--- config.mk ---
export PLATFORM = sky130hd
export DESIGN_NAME = univ_shift_reg
export DESIGN_NICKNAME = d
export VERILOG_FILES = /design/src/rtl/univ_shift_reg.sv
export SDC_FILE = /design/constraint.sdc
export NUM_CORES = 1
export LEC_CHECK = 0
export ABC_AREA = 1
export ABC_CLOCK_PERIOD_IN_PS = 1410
export BUFFER_PORTS_ARGS = -buffer_cell sky130_fd_sc_hd__buf_2
export CORE_UTILIZATION = 47
export CTS_CLUSTER_SIZE = 8
export DETAILED_ROUTE_END_ITERATION = 10
export PLACE_DENSITY = 0.86
export REMOVE_ABC_BUFFERS = 1
export SLEW_MARGIN = 15
export SYNTH_ARGS = -nofsm -noshare
export SYNTH_HDL_FRONTEND = slang
export SYNTH_SLANG_ARGS = --single-unit
--- constraint.sdc ---
create_clock -name clk -period 1.41 [get_ports clk]
set_clock_uncertainty 0.15 [all_clocks]
set_input_delay 0.0705 -clock clk [delete_from_list [all_inputs] [get_ports clk]]
set_output_delay 0.0705 -clock clk [all_outputs]
set_load 0.005 [all_outputs]
--- src/rtl/univ_shift_reg.sv ---
// univ_shift_reg
// WIDTH-bit universal register: hold, shift right, shift left and parallel
// load, with optional rotate. A saturating shift counter and a one-cycle
// done pulse mark the point where a full word has been shifted through,
// so the block works as a parallel-to-serial or serial-to-parallel converter.
//
// Ports:
//   clk        system clock, rising edge
//   reset      asynchronous active-low reset
//   en         clock enable (done forced low while en=0)
//   clr        synchronous clear to zero, only when en=1
//   mode       00 hold, 01 shift right, 10 shift left, 11 load
//   sin_r      serial in at q[WIDTH-1] on shift right (ignored if ROTATE)
//   sin_l      serial in at q[0] on shift left (ignored if ROTATE)
//   d          parallel load data
//   q          register contents
//   sout_r     q[0]
//   sout_l     q[WIDTH-1]
//   shift_cnt  shifts since last load/clear/reset, saturates at WIDTH
//   done       one-cycle pulse on the shift that brings shift_cnt to WIDTH

module univ_shift_reg #(
   parameter int                WIDTH     = 8,
   parameter logic [WIDTH-1:0]  RESET_VAL = '0,
   parameter int                ROTATE    = 0
) (
   input  logic                         clk,
   input  logic                         reset,
   input  logic                         en,
   input  logic                         clr,
   input  logic [1:0]                   mode,
   input  logic                         sin_r,
   input  logic                         sin_l,
   input  logic [WIDTH-1:0]             d,
   output logic [WIDTH-1:0]             q,
   output logic                         sout_r,
   output logic                         sout_l,
   output logic [$clog2(WIDTH+1)-1:0]   shift_cnt,
   output logic                         done
);

   localparam int CW = $clog2(WIDTH+1);
   localparam logic [CW-1:0] CNT_MAX = CW'(WIDTH);

   logic [WIDTH-1:0] q_q, q_d;
   logic [CW-1:0]    cnt_q, cnt_d;
   logic             done_q, done_d;
   logic             shift_en;
   logic             fill_r;
   logic             fill_l;

   // Parameter-constant select: with ROTATE the serial inputs never reach
   // the datapath, so an undriven/X serial input cannot leak into q.
   assign fill_r = (ROTATE != 0) ? q_q[0]       : sin_r;
   assign fill_l = (ROTATE != 0) ? q_q[WIDTH-1] : sin_l;

   always_comb begin
      q_d      = q_q;
      cnt_d    = cnt_q;
      done_d   = 1'b0;
      shift_en = 1'b0;
      if (en) begin
         if (clr) begin
            q_d   = '0;
            cnt_d = '0;
         end else begin
            case (mode)
               2'b01: begin
                  q_d      = {fill_r, q_q[WIDTH-1:1]};
                  shift_en = 1'b1;
               end
               2'b10: begin
                  q_d      = {q_q[WIDTH-2:0], fill_l};
                  shift_en = 1'b1;
               end
               2'b11: begin
                  q_d   = d;
                  cnt_d = '0;
               end
               default: begin
                  q_d = q_q;
               end
            endcase
            // Counter stops at WIDTH; done fires only on the WIDTH-1 -> WIDTH step.
            if (shift_en && (cnt_q != CNT_MAX)) begin
               cnt_d  = cnt_q + 1'b1;
               done_d = (cnt_q == (CNT_MAX - 1'b1));
            end
         end
      end
   end

   always_ff @(posedge clk or negedge reset) begin
      if (!reset) begin
         q_q    <= RESET_VAL;
         cnt_q  <= '0;
         done_q <= 1'b0;
      end else begin
         q_q    <= q_d;
         cnt_q  <= cnt_d;
         done_q <= done_d;
      end
   end

   assign q         = q_q;
   assign sout_r    = q_q[0];
   assign sout_l    = q_q[WIDTH-1];
   assign shift_cnt = cnt_q;
   assign done      = done_q;

endmodule

-- After elaboration in Yosys (flattened, before gate mapping)
Cells that the tools add are included.
- add/sub/neg operators: 1
- eq/ne operators: 5
- multiplexer cells: 11
- reduce and logical (&&, ||, !) cells: 6
- operators by type and width (cell ; number):
    $pmux W8 S3 ; 1
    $mux W4 ; 3
    $mux W8 ; 1
    $mux W1 ; 6
    $add A4 B1 Y4 const B ; 1
    $eq A2 B2 Y1 const B ; 2
    $eq A4 B3 Y1 const B ; 1
    $ne A4 B4 Y1 const B ; 1
    $reduce_and A2 Y1 ; 2
    $reduce_bool A4 Y1 ; 1
    $reduce_bool A3 Y1 ; 1
    $eq A2 B1 Y1 const B ; 1
    $reduce_or A2 Y1 ; 1
    $logic_and A1 B1 Y1 ; 1
- bits in registers: 13
- bits of input ports: 16
- output and inout port bits: 15
- word-level logic and storage cells: 26

-- Depth between registers and ports, before layout
Gate-level depths: netlist (run 1).
- depth after elaboration: 9
- depth in mapped cells: 8
- mapped depth without buffers: 8

-- Least setup slack after synthesis (run 1)
Ideal clock, no wire load.
- kind: flip-flop to flip-flop
- from: register cnt_q[0], in the netlist shift_cnt[0]
- to: register cnt_q[0], in the netlist shift_cnt[0]
- library setup time: 0.116 ns
- arrival time: 1.037 ns
- required time: 1.144 ns
- slack: 0.107 ns
- stages on the path, launching flop included: 9
- path buffers: 0
- period minus slack after synthesis: 1.303 ns
- cells stage by stage: dfrtp_1 inv_1 ha_1 nand3_1 nand2_1 nand2_1 nand2_1 nand2_1 nand2_1
- longest elaborated chain between the ends: 4
- elaborated cells between the ends (all ways): 7
- those cells by class: 1 x add/sub; 1 x eq/ne; 2 x mux; 3 x reduce/logical
- RTL lines (element ; line ; source):
    start, declared ; 46 ; logic [CW-1:0] cnt_q, cnt_d;
    start signal, assigned ; 100 ; cnt_q <= cnt_d;
    parallel branches: the longest is 4 deep, another holds $add A4 B1 Y4 ; n/a ;
Parallel ways; which one is timed is not known.
A chain may end at the register's enable or synchronous reset.

-- Worst setup path in the final report (run 1)
- from: register cnt_q[0], in the netlist shift_cnt[0]
- to: register cnt_q[2], in the netlist shift_cnt[2]
The elaborated chain is that of the path after synthesis.

==> run_results.csv, run 1 <==
group,metric,value,unit
setup_path,arrival,1460,ps
clock_tree,cts_buffers,3,
global_routing,antenna_found_initial,0,
global_routing,gr-total-overflow,0,
placed_design,numPortBuffers,30,
setup_path,required,1490,ps
global_routing,track_usage,24.6,%
setup_path,cp-start-kind,"register",
floorplanning,ioPinCount,31,
setup_path,startpoint,"shift_cnt[0]",
placed_design,hpwl,1440,um
setup_path,rr_worst_depth,7,
yosys,netlist_instances,116,
sta,drv_slew,0,
floorplanning,coreArea,1580,um2
routing,first_iter_violations,38,
yosys,ys_ff_latch,13,
routing,wirelength,2210,um
setup_path,critPathCapture,"shift_cnt[2]",
setup_path,rr_endpoint,"shift_cnt[2]",
routing,routedWlPerCell,12.2,um
sta,rsz0062_at_grt,"yes",
layout,utilization,75.2,%
yosys,synth_warnings,0,
floorplanning,dieArea,1930,um2
yosys,synth_area,828,um2
floorplanning,chipWidth,44.0,um
routing,vias,951,
sta,worst_pin_slew,307,ps
yosys,avgSynthCellArea,7.14,um2
routing,drt_first_pass_iters,7,
power_and_ir_drop,p_leak,0.659,nW
layout,drive_above_1_share,32.1,%
floorplanning,rows,14,
routing,drc,4,
sta,fmax,726,MHz
floorplanning,start_util,52.5,%
layout,diodes,0,
outcome,violations,"DRC",
setup_path,reg2reg_slack,30,ps
global_routing,grt_max_degree,14,
setup_path,timing.rr.start,"shift_cnt[0]",
clock_tree,cts_sinks,13,
sta,final_hold_viol_count,0,
floorplanning,die_y,44.0,um
layout,final_area,1190,um2
placed_design,place_congestion,0.803,
clock_tree,clk_latency,280,ps
sta,fin_setup_tns,0,ps
layout,area_delta_synth_final,43.2,%
yosys,synth_cell_types,20,
yosys,synth_seq_area_share,39.3,%
setup_path,crit_type,"reg -> reg",
global_routing,grt_pass1_vias,834,
setup_path,worstPathMaxFanout,4,
clock_tree,clock-root-buffer,"clkbuf_4",
clock_tree,cts_max_path_buffers,2,
sta,setup-violations-final,0,
clock_tree,path_clk_slew,80,ps
sta,period_needed,1380,ps
setup_path,cp-end-kind,"register",
layout,finalNetCount,186,
sta,timing.final.crit_share,97.7,%
power_and_ir_drop,ir_drop,583,uV
job,cap_viol_max_count,0,
global_routing,grt_pass1_wl,3530,um
outcome,status,"finished with violations",
routing,routed_via_density,5.25,
clock_tree,cts_tree,"yes",
clock_tree,h-tree-depth,1,
worst_hold_path,hp-class,"in -> reg",
sta,relSlewSlack,79.5,%
power_and_ir_drop,power_density,785,nW/um2
placed_design,placed_area,987,um2
routing,ant_nets,0,
[area by class of cell]
type | count | area, um2
Multi-Input combinational cell | 87 | 450
Fill cell | 123 | 390
Sequential cell | 13 | 325
Timing Repair Buffer | 48 | 315
Inverter | 13 | 48.8
Clock buffer | 4 | 26.3
Tap cell | 16 | 20.0
[metal layers]
metal / GRT usage, % / vias to the layer above / wire (um)
met5: 0 / - / 0
met4: 12.1 / 0 / 38
met3: 2.92 / 5 / 129
met2: 42.4 / 38 / 1120
li1: - / 459 / -
met1: 30.3 / 449 / 920
[sequential cells by signal, indices dropped and copies added, names as in the netlist]
| name | flops |
|---|---|
| done | 1 |
| shift_cnt | 4 |
| q | 8 |
[how the worst min path moves through the flow]
stage	start	endpoint	slack (ps)	cells past startpoint
after floorplan	reset	done	-380	0
after global placement	reset	q[7]	-180	1
after detailed placement	reset	q[0]	-170	1
after CTS	d[5]	q[5]	10	5
after global routing	d[5]	q[5]	30	5
final	d[5]	q[5]	10	5
[cell usage after synthesis]
library cell  number  area [um2]
xor2_1             1        8.76
o211ai_1           4        30.0
a21oi_1            1        5.00
ha_1               4        50.1
o21ai_2            1        8.76
buf_6              1        11.3
nand2_4            1        11.3
o21ai_0            1        5.00
nor2_4             1        11.3
buf_4              2        15.0
dfrtp_1           13         325
inv_2              1        3.75
inv_1             12        45.0
nand2_2            1        6.26
nand3_1           10        50.1
nand3b_1           1        7.51
nor2_2             1        6.26
nor2_1             2        7.51
nor3_1             2        10.0
nand2_1           56         210
[metrics by stage]
stage / instances / hold slack (ps) / setup WS (ps) / power (mW)
after floorplan: 113 / -375 / 106 / 0.544
after global routing: 181 / 30.2 / -63.0 / 0.992
after detailed placement: 161 / -172 / 0.700 / 0.641
after global placement: 161 / -183 / 57.0 / 0.632
final: 181 / 14.0 / 33.1 / 0.931
after CTS: 177 / 10.6 / 1.26 / 0.901
[cells by family after synthesis]
| family | after synthesis | synth area share (%) |
|---|---|---|
| buffers and inverters | 16 | 9.06 |
| adder cells (fa/ha/maj) | 4 | 6.04 |
| flip-flops | 13 | 39.3 |
| AND/OR/NAND/NOR | 75 | 38.7 |
| AO/OA/AOI/OAI | 7 | 5.89 |
| XOR/XNOR | 1 | 1.06 |
[what timing repair did]
action | CTS | global route
endpoints found under the hold margin | 22 | 0
pin swaps | 0 | 5
hold buffers | 12 | 0
setup endpoints to repair | 3 | 4
buffers inserted | 0 | 4
gates resized for setup | 1 | 7
[worst max-delay path, stage by stage, from the launching register on]
cell,delay (ps)
dfrtp_1,420
buf_4,150
ha_2,190
nand2_1,80
nand2_1,60
nor3_2,150
nand2_1,80
nand2_1,50
[cells in the final DEF, fill, tap and decap left out]
master | synthesis | routed
a21oi_1 | 1 | 1
buf_2 | 0 | 30
buf_4 | 2 | 6
clkbuf_1 | 0 | 1
clkbuf_4 | 0 | 3
dfrtp_1 | 13 | 13
dlygate4sd3_1 | 0 | 12
ha_1 | 4 | 2
ha_2 | 0 | 2
inv_1 | 12 | 11
inv_2 | 1 | 2
nand2_1 | 56 | 54
nand2_2 | 1 | 3
nand2_4 | 1 | 1
nand3_1 | 10 | 9
nand3_2 | 0 | 1
nand3b_1 | 1 | 1
nor2_1 | 2 | 1
nor2_2 | 1 | 2
nor2_4 | 1 | 1
nor3_1 | 2 | 1
nor3_2 | 0 | 1
o211ai_1 | 4 | 4
o21ai_0 | 1 | 1
o21ai_2 | 1 | 1
xor2_1 | 1 | 1
[report_power, final]
group          internal (mW)  leakage [nW]  switching, mW  total [mW]
Sequential             0.401         0.177         0.0281       0.429
Combinational          0.130         0.467          0.135       0.265
Clock                  0.110        0.0150          0.127       0.237
Total                  0.641         0.659          0.290       0.931
Power figures use the tool's default switching activity.
==> inputs of run 2 (changes only) <==
GPL_TIMING_DRIVEN = 0   (was unset)
==> run 2 against run 1 <==
The run still ends with DRC left. Flip-flop and latch count stayed put. Combinational power is essentially flat. Register-to-register slack gained 30 ps. Routed wire length increased by 1.2%. Via count decreased by 3.7%. Critical path type is now in -> reg.
==> run_results.csv, run 2 (synthesized netlist as in run 1, its figures left out) <==
group,metric,value,unit
power_and_ir_drop,p_sw_share,31.6,%
clock_tree,cts_tree,"yes",
power_and_ir_drop,p_int,0.637,mW
layout,fill_cells,129,
setup_path,cp-end-kind,"register",
placed_design,numPortBuffers,30,
power_and_ir_drop,pwr-share-seq,45.7,%
power_and_ir_drop,ir_drop,452,uV
clock_tree,path_clk_slew,80,ps
power_and_ir_drop,p_leak,0.658,nW
floorplanning,die_y,44.0,um
job,cap_viol_max_count,0,
routing,vias,916,
floorplanning,chipWidth,44.0,um
routing,wl_met3,124,um
setup_path,rr_worst_depth,8,
power_and_ir_drop,finalPower,0.931,mW
setup_path,cp-start-kind,"input pin",
sta,fmax,728,MHz
floorplanning,rows,14,
floorplanning,dieArea,1930,um2
setup_path,arrival,1390,ps
sta,rsz0062_at_grt,"yes",
setup_path,timing.rr.start,"shift_cnt[0]",
clock_tree,clock-root-buffer,"clkbuf_4",
floorplanning,ioPinCount,31,
sta,final_hold_viol_count,0,
sta,setup-violations-final,0,
routing,ant_nets,0,
sta,setup_ws,37.2,ps
layout,seq_area,325,um2
layout,finalNetCount,185,
sta,drv_slew,0,
layout,layout_common_cells,"nand2_1, buf_2, dfrtp_1, dlygate4sd3_1, inv_1",
setup_path,required,1430,ps
layout,area_delta_synth_final,42.6,%
setup_path,critPathCapture,"q[5]",
routing,first_iter_violations,22,
routing,top_layer_used,"met4",
floorplanning,start_util,52.5,%
placed_design,place_congestion,0.822,
routing,drc,4,
layout,diodes,0,
clock_tree,cts_sinks,13,
power_and_ir_drop,clkPwrFrac,26.2,%
clock_tree,cts_buffers,3,
power_and_ir_drop,p_comb_share,28.2,%
sta,relSlewSlack,76.0,%
global_routing,grt_pass1_wl,3550,um
floorplanning,coreArea,1580,um2
clock_tree,h-tree-depth,1,
power_and_ir_drop,switchingPower,0.294,mW
routing,routed_via_density,5.09,
routing,routedWlPerCell,12.4,um
setup_path,reg2reg_slack,60,ps
routing,wl_met1,950,um
worst_hold_path,hp-class,"in -> async",
global_routing,grt_pass1_vias,855,
layout,drive_above_1_share,30.5,%
clock_tree,cts_max_path_buffers,2,
global_routing,gr-total-overflow,0,
global_routing,antenna_found_initial,0,
outcome,violations,"DRC",
setup_path,crit_type,"in -> reg",
routing,route.met2.wl,1110,um
clock_tree,clk_latency,290,ps
layout,mostFrequentLayoutCell,"nand2_1",
placed_design,post-place-ws,-56.5,ps
sta,timing.final.crit_share,97.4,%
placed_design,hpwl,1360,um
setup_path,rr_endpoint,"shift_cnt[0]",
setup_path,worstPathMaxFanout,9,
routing,wirelength,2230,um
routing,drt_first_pass_iters,8,
global_routing,track_usage,25.2,%
sta,worst_pin_slew,360,ps
sta,period_needed,1370,ps
power_and_ir_drop,power_density,789,nW/um2
outcome,status,"finished with violations",
layout,largest_reg_flops,8,
global_routing,grt_max_degree,14,
layout,multiInputGateArea,450,um2
setup_path,startpoint,"clr",
## run 2: cell count changes in the layout (fill, tap and decap cells not counted), sizes merged
cell,previous run,this run
buf,36,34
dlygate4sd3,12,13
## run 2: repair_timing
item	CTS	global route
pin swaps	0	4
cloned	0	0
buffers inserted	3	1
gates resized for setup	0	7
endpoints found under the hold margin	23	0
endpoints found under the setup margin	4	4
hold buffers	13	0
## run 2: per-stage QoR
step / cells / instance area, um2 / setup TNS [ps] / hold slack (ps) / util, %
after global placement: 159 / 972 / 0 / -182 / 61.7
after floorplan: 113 / 802 / 0 / -375 / -
final: 180 / 1180 / 0 / 55.4 / 74.9
after CTS: 179 / 1150 / 0 / 53.9 / 73.0
after global routing: 180 / 1180 / -52.4 / 94.8 / 74.9
after detailed placement: 159 / 972 / -181 / -169 / 61.7
## run 2: how the worst min path moves through the flow
stage	startpoint	to	slack (ps)
after floorplan	reset	done	-380
after global placement	reset	q[7]	-180
after detailed placement	reset	q[1]	-170
after CTS	reset	q[1]	50
after global routing	reset	q[0]	90
final	reset	q[0]	60
## run 2: cell type report
type / instances / share of cell area [%]
clock buffer: 4 / 2.22
timing repair buffer: 47 / 26.3
inverter: 13 / 4.13
sequential: 13 / 27.5
multi-input combinational: 87 / 38.1
tap: 16 / 1.69
## run 2: worst max-delay path, stage by stage
cell           delay (ps)
dlygate4sd3_1         540
buf_2                 160
nor2_2                150
nand2_2                90
nand2_4               130
nor2_4                 80
nand2_1                90
nand2_1                80
## run 2: layer usage
metal | track usage [%] | vias up
li1 | - | 457
met1 | 31.0 | 411
met2 | 41.8 | 41
met3 | 4.58 | 7
met4 | 13.9 | 0
met5 | 0 | -
## run 2: power groups by stage
stage	clock [mW]	sequential [mW]	combinational, mW
3_5_place_dp	0	0.437	0.198
4_1_cts	0.243	0.425	0.246
3_3_place_gp	0	0.435	0.191
5_1_grt	0.259	0.430	0.294
2_1_floorplan	0	0.438	0.106
6_report	0.244	0.425	0.262
